[src/rtl/sync_detector.sv]
// Front-end sync stage: qualifies hsync/vsync from the raw active-low sync input,
// measures the line period, counts lines and tracks line-timing lock.
module sync_detector #(
    parameter int HS_LEN     = 8,
    parameter int VSYNC_LEN  = 64,
    parameter int PWIDTH     = 12,
    parameter int LWIDTH     = 10,
    parameter int TOL        = 2,
    parameter int LOCK_LINES = 4
) (
    input  logic              clk,
    input  logic              rst,
    input  logic              sync_in,
    output logic              hsync,
    output logic              vsync,
    output logic              locked,
    output logic [PWIDTH-1:0] line_period,
    output logic [LWIDTH-1:0] line_count,
    output logic [1:0]        lock_state
);

    localparam int RUN_W   = $clog2(VSYNC_LEN + 1);
    localparam int MATCH_W = $clog2(LOCK_LINES + 1);

    localparam logic [PWIDTH-1:0]  PERIOD_MAX = {PWIDTH{1'b1}};
    localparam logic [PWIDTH-1:0]  PERIOD_PRE = PERIOD_MAX - 1'b1;
    localparam logic [PWIDTH-1:0]  TOL_P      = PWIDTH'(TOL);
    localparam logic [LWIDTH-1:0]  COUNT_MAX  = {LWIDTH{1'b1}};
    localparam logic [RUN_W-1:0]   RUN_MAX    = RUN_W'(VSYNC_LEN);
    localparam logic [RUN_W-1:0]   RUN_PRE    = RUN_W'(VSYNC_LEN - 1);
    localparam logic [MATCH_W-1:0] LOCK_M     = MATCH_W'(LOCK_LINES);

    // Encoding is visible on lock_state for observation.
    typedef enum logic [1:0] {
        SEARCH  = 2'd0,
        MEASURE = 2'd1,
        TRACK   = 2'd2,
        LOCKED  = 2'd3
    } lock_state_t;

    logic [HS_LEN:0]      shreg;
    logic [RUN_W-1:0]     low_run;
    logic [PWIDTH-1:0]    period_cnt;
    logic [PWIDTH-1:0]    period_diff;
    logic [MATCH_W-1:0]   match_cnt;
    logic [MATCH_W-1:0]   match_cnt_next;
    lock_state_t          state;
    lock_state_t          next_state;
    logic                 hs_det;
    logic                 vs_det;
    logic                 timeout;
    logic                 period_match;

    // One high sample followed by exactly HS_LEN lows; longer runs cannot re-trigger
    // because the oldest bit stays low until a high sample re-arms detection.
    assign hs_det = shreg[HS_LEN] && (shreg[HS_LEN-1:0] == '0);

    // low_run counts the sampled stream, so vsync lands VSYNC_LEN edges after the first low.
    assign vs_det = !shreg[0] && (low_run == RUN_PRE);

    // Fires on the edge where period_cnt would reach its saturation value.
    assign timeout = !hs_det && (period_cnt >= PERIOD_PRE);

    assign period_diff  = (period_cnt >= line_period) ? (period_cnt - line_period)
                                                      : (line_period - period_cnt);
    assign period_match = (period_diff <= TOL_P);

    assign lock_state = state;

    always_ff @(posedge clk or posedge rst) begin
        if (rst) begin
            shreg   <= '1;
            low_run <= '0;
            hsync   <= 1'b0;
            vsync   <= 1'b0;
        end else begin
            shreg <= {shreg[HS_LEN-1:0], sync_in};
            if (shreg[0]) begin
                low_run <= '0;
            end else if (low_run != RUN_MAX) begin
                low_run <= low_run + 1'b1;
            end
            hsync <= hs_det;
            vsync <= vs_det;
        end
    end

    always_ff @(posedge clk or posedge rst) begin
        if (rst) begin
            period_cnt  <= '0;
            line_period <= '0;
            line_count  <= '0;
        end else begin
            if (hs_det) begin
                period_cnt  <= {{(PWIDTH-1){1'b0}}, 1'b1};
                line_period <= period_cnt;
            end else if (period_cnt != PERIOD_MAX) begin
                period_cnt <= period_cnt + 1'b1;
            end

            if (hs_det) begin
                if (line_count != COUNT_MAX) begin
                    line_count <= line_count + 1'b1;
                end
            end else if (vs_det) begin
                line_count <= '0;
            end
        end
    end

    always_comb begin
        next_state     = state;
        match_cnt_next = match_cnt;
        case (state)
            SEARCH: begin
                match_cnt_next = '0;
                if (hs_det) begin
                    next_state = MEASURE;
                end
            end
            MEASURE: begin
                if (hs_det) begin
                    next_state     = TRACK;
                    match_cnt_next = '0;
                end else if (timeout) begin
                    next_state     = SEARCH;
                    match_cnt_next = '0;
                end
            end
            TRACK: begin
                if (hs_det) begin
                    if (period_match) begin
                        match_cnt_next = match_cnt + 1'b1;
                        if (match_cnt_next == LOCK_M) begin
                            next_state = LOCKED;
                        end
                    end else begin
                        match_cnt_next = '0;
                    end
                end else if (timeout) begin
                    next_state     = SEARCH;
                    match_cnt_next = '0;
                end
            end
            LOCKED: begin
                if (hs_det) begin
                    if (!period_match) begin
                        next_state     = TRACK;
                        match_cnt_next = '0;
                    end
                end else if (timeout) begin
                    next_state     = SEARCH;
                    match_cnt_next = '0;
                end
            end
            default: begin
                next_state     = SEARCH;
                match_cnt_next = '0;
            end
        endcase
    end

    always_ff @(posedge clk or posedge rst) begin
        if (rst) begin
            state     <= SEARCH;
            match_cnt <= '0;
            locked    <= 1'b0;
        end else begin
            state     <= next_state;
            match_cnt <= match_cnt_next;
            locked    <= (next_state == LOCKED);
        end
    end

endmodule

[config.mk]
export PLATFORM = sky130hd
export DESIGN_NAME = sync_detector
export DESIGN_NICKNAME = d
export VERILOG_FILES = /design/src/rtl/sync_detector.sv
export SDC_FILE = /design/constraint.sdc
export NUM_CORES = 1
export LEC_CHECK = 0
export CORE_MARGIN = 2
export CORE_UTILIZATION = 35
export DETAILED_ROUTE_END_ITERATION = 8
export GPL_ROUTABILITY_DRIVEN = 0
export SLEW_MARGIN = 40
export SYNTH_ARGS = -nofsm -noshare
export SYNTH_HDL_FRONTEND = slang
export SYNTH_SLANG_ARGS = --single-unit
[constraint.sdc]
create_clock -name clk -period 3.8 [get_ports clk]
set_input_delay 0.57 -clock clk [delete_from_list [all_inputs] [get_ports clk]]
set_output_delay 0.57 -clock clk [all_outputs]
set_load 0.005 [all_outputs]
After elaboration in Yosys (flattened, before gate mapping) --
Index checks and enable logic that the tools add are counted.
Operators by class: $add $sub $neg 6, $lt $le $gt $ge 3, equality and inequality tests 11, multiplexer cells 24, reductions and logical operators 11
Operators by type and width (number):
- $mux 12 | 3
- $mux 10 | 3
- $sub 12x12->12 | 2
- $mux 3 | 6
- $mux 2 | 8
- $mux 7 | 2
- $add 12x1->12 const B | 1
- $ge 12x12->1 | 1
- $ge 12x12->1 const B | 1
- $le 12x2->1 const B | 1
- $ne 12x12->1 const B | 1
- $pmux 3 s4 | 1
- $add 10x1->10 const B | 1
- $ne 10x10->1 const B | 1
- $logic_not 8->1 | 1
- $pmux 2 s4 | 1
- $add 7x1->7 const B | 1
- $eq 7x6->1 const B | 1
- $ne 7x7->1 const B | 1
- $eq 2x2->1 const B | 3
- $reduce_bool 2->1 | 3
- $add 3x1->3 const B | 1
- $eq 3x3->1 const B | 1
- $logic_and 1x1->1 | 3
- 6 further kinds | 7
Storage, ports and cells: bits in registers 58, output and inout bits 27

Longest topological paths before layout --
word-level depth 8, depth in mapped cells 13, mapped depth without buffers 13

Least setup slack after synthesis --
OpenSTA, ideal clock, no wires.
path kind register -> register, from register period_cnt[0], to register match_cnt[2], setup time 0.066 ns, data arrival time 3.303 ns, required time 3.734 ns, setup slack 0.432 ns, stages on the path, launching flop included 14, buffers on the path 0, clock period less this slack 3.368 ns, path through dfrtp_1 -> inv_1 -> ha_1 -> fa_1 -> nand3b_2 -> a311oi_2 -> a211oi_2 -> nand2_2 -> mux2i_1 -> xor2_1 -> a2111oi_4 -> nand4_4 -> a2111oi_4 -> a31o_1
On the way: longest elaborated chain between the ends 6, elaborated cells between the ends (all ways) 14, those cells by class add/sub: 2; order compare: 3; eq/ne: 1; mux: 7; reduce/logical: 1
RTL lines:
- start: declaration | line 43 | logic [PWIDTH-1:0] period_cnt;
- start signal: assignment | line 95 | period_cnt <= {{(PWIDTH-1){1'b0}}, 1'b1};
- start signal: assignment | line 98 | period_cnt <= period_cnt + 1'b1;
- $sub 12x12->12, or another cell as far along | line 65 | : (line_period - period_cnt);
- $mux 12 | line 64 | assign period_diff = (period_cnt >= line_period) ? (period_cnt - line_period)
- $le 12x2->1 | line 66 | assign period_match = (period_diff <= TOL_P);
- $mux 3 | line 132 | if (period_match) begin
- $mux 3 | line 131 | if (hs_det) begin
- $pmux 3 s4 | line 114 | case (state)
- end signal: assignment | line 170 | match_cnt <= match_cnt_next;
- end: declaration | line 45 | logic [MATCH_W-1:0] match_cnt;
Several ways; a longest one is shown, not always the timed one. A chain may end at the register's enable or synchronous reset.

Worst setup path after layout --
Same ends and word-level chain as after synthesis.

==> results.md <==
* Largest area contributor in the netlist: dfrtp_1
* CP Launch Type: flip-flop
* First-pass GRT wire length at approximately 15 mm
* Compound-gate portion of the synthesized area at 0.2097
* Clock Power Share at 0.237
* GR Util All Layers at 0.1566
* ANT nets after route at 0
* Die Ht at between 100 and 150 um
* Post-synth EDFFs at 0
* Synth async-reset ratio at 1.000
* Comb power frac at 0.491
* Synth Net Count at ~460
* Die Width at 109.4 um
* Final net count at approximately 500
* Drt drc at 0
* Core area at roughly 11000 um2
* Final Hold Fails at 0
* Largest net degree at the start of global routing at 35
* Cell repeated most along the worst path: a2111oi_4
* Fin. max-slew vios at 0
* Highest clock rate at 280.9 MHz
* Vias in the first global route at 3089
* Slowest Stage Delay on Critical Path at around 0.42 ns
* Switching Fraction at 0.4118
* Area growth, synth to finish at 18.07%
* Vias per cell at 5.342
* Multiplexer share of the synthesized area at 0.008052
* Dpl cells at approximately 590
* Final period util at 0.9367
* Synth Area in XOR/XNOR at 0.05185
* Setup TNS at 0 ns
* Synth cell types at 69
* 1st-iter DRT viols at between 150 and 200
* Drt pass-1 iters at 5
* Fin crit period at around 3.6 ns
* Status: completed
* Commonest register cell after synthesis: dfrtp_1
* Final worst setup slack at around 0.24 ns
* Crit path max-delay cell type: fa_1
* Worst clock skew at between 0.01 and 0.015 ns
* Worst-Margin Slew at between 0.6 and 0.7 ns
* Place WS at ~0.19 ns
* Multi-input combinational cell area at 2217 um2
* Post-synth top cells: dfrtp_1, inv_1, nand2_1, nor2_1, o21ai_0
* Adder-cell area share of the yosys netlist at 0.1069
* Longest Clk Path Bufs at 2
* Setup violators final at 0
* Via count at 3237
* MaxCap Viol Count at 0
* Psw at between 1 and 1.5 mW
* CTS Buf Count at 9
* Power Density at about 580 nW/um2
* Post-Synth Simple-Gate Area at 0.1884
* Non-Filler Instances at ~600
* Starting Density at 0.3584
* Full die area at between 10000 and 15000 um2
* Crit path arrival time at between 3 and 4 ns
* Syn avg cell area at roughly 9 um2
* # IOs at 30
* CTS tree: built
* Type of the worst setup path: flip-flop to flip-flop
* Share of the synthesized area in the top cell type at 0.3156
* Worst hold stages at 0
* Clock root cell: clkbuf_8
* R2R Setup Slk at between 0.2 and 0.25 ns
* Register-to-Register Path Depth at 13
* RSZ-0062 raised after global routing: no
* Area contributors post-synth: dfrtp_1, ha_1, dfstp_2
* FF+latch area at 1463 um2
* Slew margin rel. at 0.5504
* Leakage power at a little over 2 nW
* Ys Warns at 0
* Maximum vdd ir drop at about 0.22 mV
* CP Capture Type: flip-flop
* Row count at 38
* Share of cells above drive strength 1 at 0.1180
* Post-Syn Instances at 426
* Worst Hold Class: flip-flop to flip-flop
* CTS sink cnt at just under 60
* Initial antenna violation count at 0
* Drt wl/cell at 14.47 um
* Filler cells at about 1.1k
* Main combinational cell family by area after synthesis: compound AO/OA/AOI/OAI gates
* Cell-internal power at roughly 1.6 mW
* H-tree depth at 3
* Count leader, synth: dfrtp_1
* Total grt overflow at 0
* Sequential Power Share at 0.272
* Clock Pin Slew Worst Setup and Hold Paths at roughly 0.080 ns
* Worst-path cell chain: inv_1 > ha_1 > fa_1 > nand3b_4 > a311oi_2 > a211oi_2 > nand2_2 > mux2i_2 > xor2_1 > a2111oi_4 > nand4_4 > a2111oi_4 > a31o_1
* Post-route cell area at around 4600 um2
* PortBufs at 29
* WHS at approximately 0.36 ns
* Total Routed Length at ~8.8 mm
* Flops & latches, synth at 58
* Worst-skew pair later-pin latency at 0.35 ns
* Post-synthesis cell area at 3885 um2
* CP required at roughly 4.1 ns
* CP Max Fanout at 6
* Cell Area, Placed at roughly 4300 um2
* Post-DP HPWL at around 6.4 mm
* Seq/Total Area, Yosys at 0.3765
* Ant. Diodes at 0
## cells by family after synthesis
logic type / after synthesis
buf+inv: 56
simple gates: 139
flops: 58
fa+ha+maj: 32
xor+xnor: 23
compound gates: 115
mux: 3
## path summary, 6_finish.rpt
kind | start | endpoint
worst max-delay path | period_cnt[0] | match_cnt[2]
worst min-delay path | shreg[4] | shreg[5]
worst max register to register | period_cnt[0] | match_cnt[2]
worst min register to register | shreg[4] | shreg[5]
max in group asynchronous | rst | shreg[8]
min in group asynchronous | rst | line_count[2]
## layout make-up
class,instances,share of cell area
multi-input cells,312,0.4834
inverters,41,0.03382
repair buffers,39,0.07965
clock buffers,11,0.02864
clock inverters,5,0.01746
well taps,140,0.03819
flip-flops and latches,58,0.3189
## worst max-delay path: cells and delay by family, from the launching register on
| kind | cells | cell delay, ns |
|---|---|---|
| AO/OA/AOI/OAI | 5 | 1.40 |
| adder cells (fa/ha/maj) | 2 | 0.64 |
| flip-flops | 1 | 0.41 |
| multiplexers | 1 | 0.27 |
| XOR/XNOR | 1 | 0.14 |
| buffers and inverters | 1 | 0.10 |
| AND/OR/NAND/NOR | 3 | 0.50 |
## per-stage QoR
stage / utilization / total power [mW]
after detailed placement: 0.4000 / 1.965
final: 0.4231 / 2.646
after CTS: 0.4196 / 2.605
after floorplan: - / 1.688
after global placement: 0.4000 / 1.962
after global routing: 0.4231 / 2.833
## repair_timing
item	4_1_cts	5_1_grt
buffers inserted	0	2
setup endpoints to repair	0	2
endpoints found under the hold margin	0	0
hold buffers	0	0
gates resized for setup	0	5
## placed cells by master, fill, tap and decap left out, drive strengths merged, types with 3 or more instances in the layout
master / synthesis / layout
clkbuf: 9 / 11
dfrtp: 49 / 49
and2: 3 / 3
a21o: 8 / 8
a21oi: 22 / 22
nand2: 36 / 36
nand3: 18 / 18
dfstp: 9 / 9
xnor2: 10 / 10
or3: 3 / 3
nor3: 5 / 5
a211oi: 6 / 6
o21bai: 3 / 3
buf: 6 / 10
ha: 30 / 30
nor4: 4 / 4
xor2: 13 / 13
clkdlybuf4s50: 0 / 29
a2111oi: 3 / 3
nor2b: 4 / 4
o21ai: 33 / 33
nand4: 9 / 9
a31oi: 9 / 9
and3: 9 / 9
a311oi: 3 / 3
a21boi: 4 / 4
nor2: 34 / 34
inv: 41 / 40
o21a: 3 / 3
nand3b: 3 / 3
## power by group through the flow
| stage | clock network (mW) | logic, mW | registers (mW) |
|---|---|---|---|
| after detailed placement | 0 | 1.23 | 0.731 |
| after CTS | 0.642 | 1.24 | 0.720 |
| after floorplan | 0 | 0.959 | 0.729 |
| final | 0.626 | 1.30 | 0.720 |
| after global placement | 0 | 1.23 | 0.730 |
| after global routing | 0.668 | 1.44 | 0.729 |
## sequential cells by signal, indices dropped and copies added (netlist names)
register / flops
lock_state: 2
line_count: 10
line_period: 12
period_cnt: 12
match_cnt: 3
hsync: 1
shreg: 9
locked: 1
vsync: 1
low_run: 7
## routing by layer
| metal | wire, um | track usage |
|---|---|---|
| met2 | 4046 | 0.2456 |
| met5 | 0 | 0 |
| met3 | 382 | 0.04090 |
| met4 | 105 | 0.04882 |
| met1 | 4236 | 0.2116 |
(Power assumes the default switching activity.)
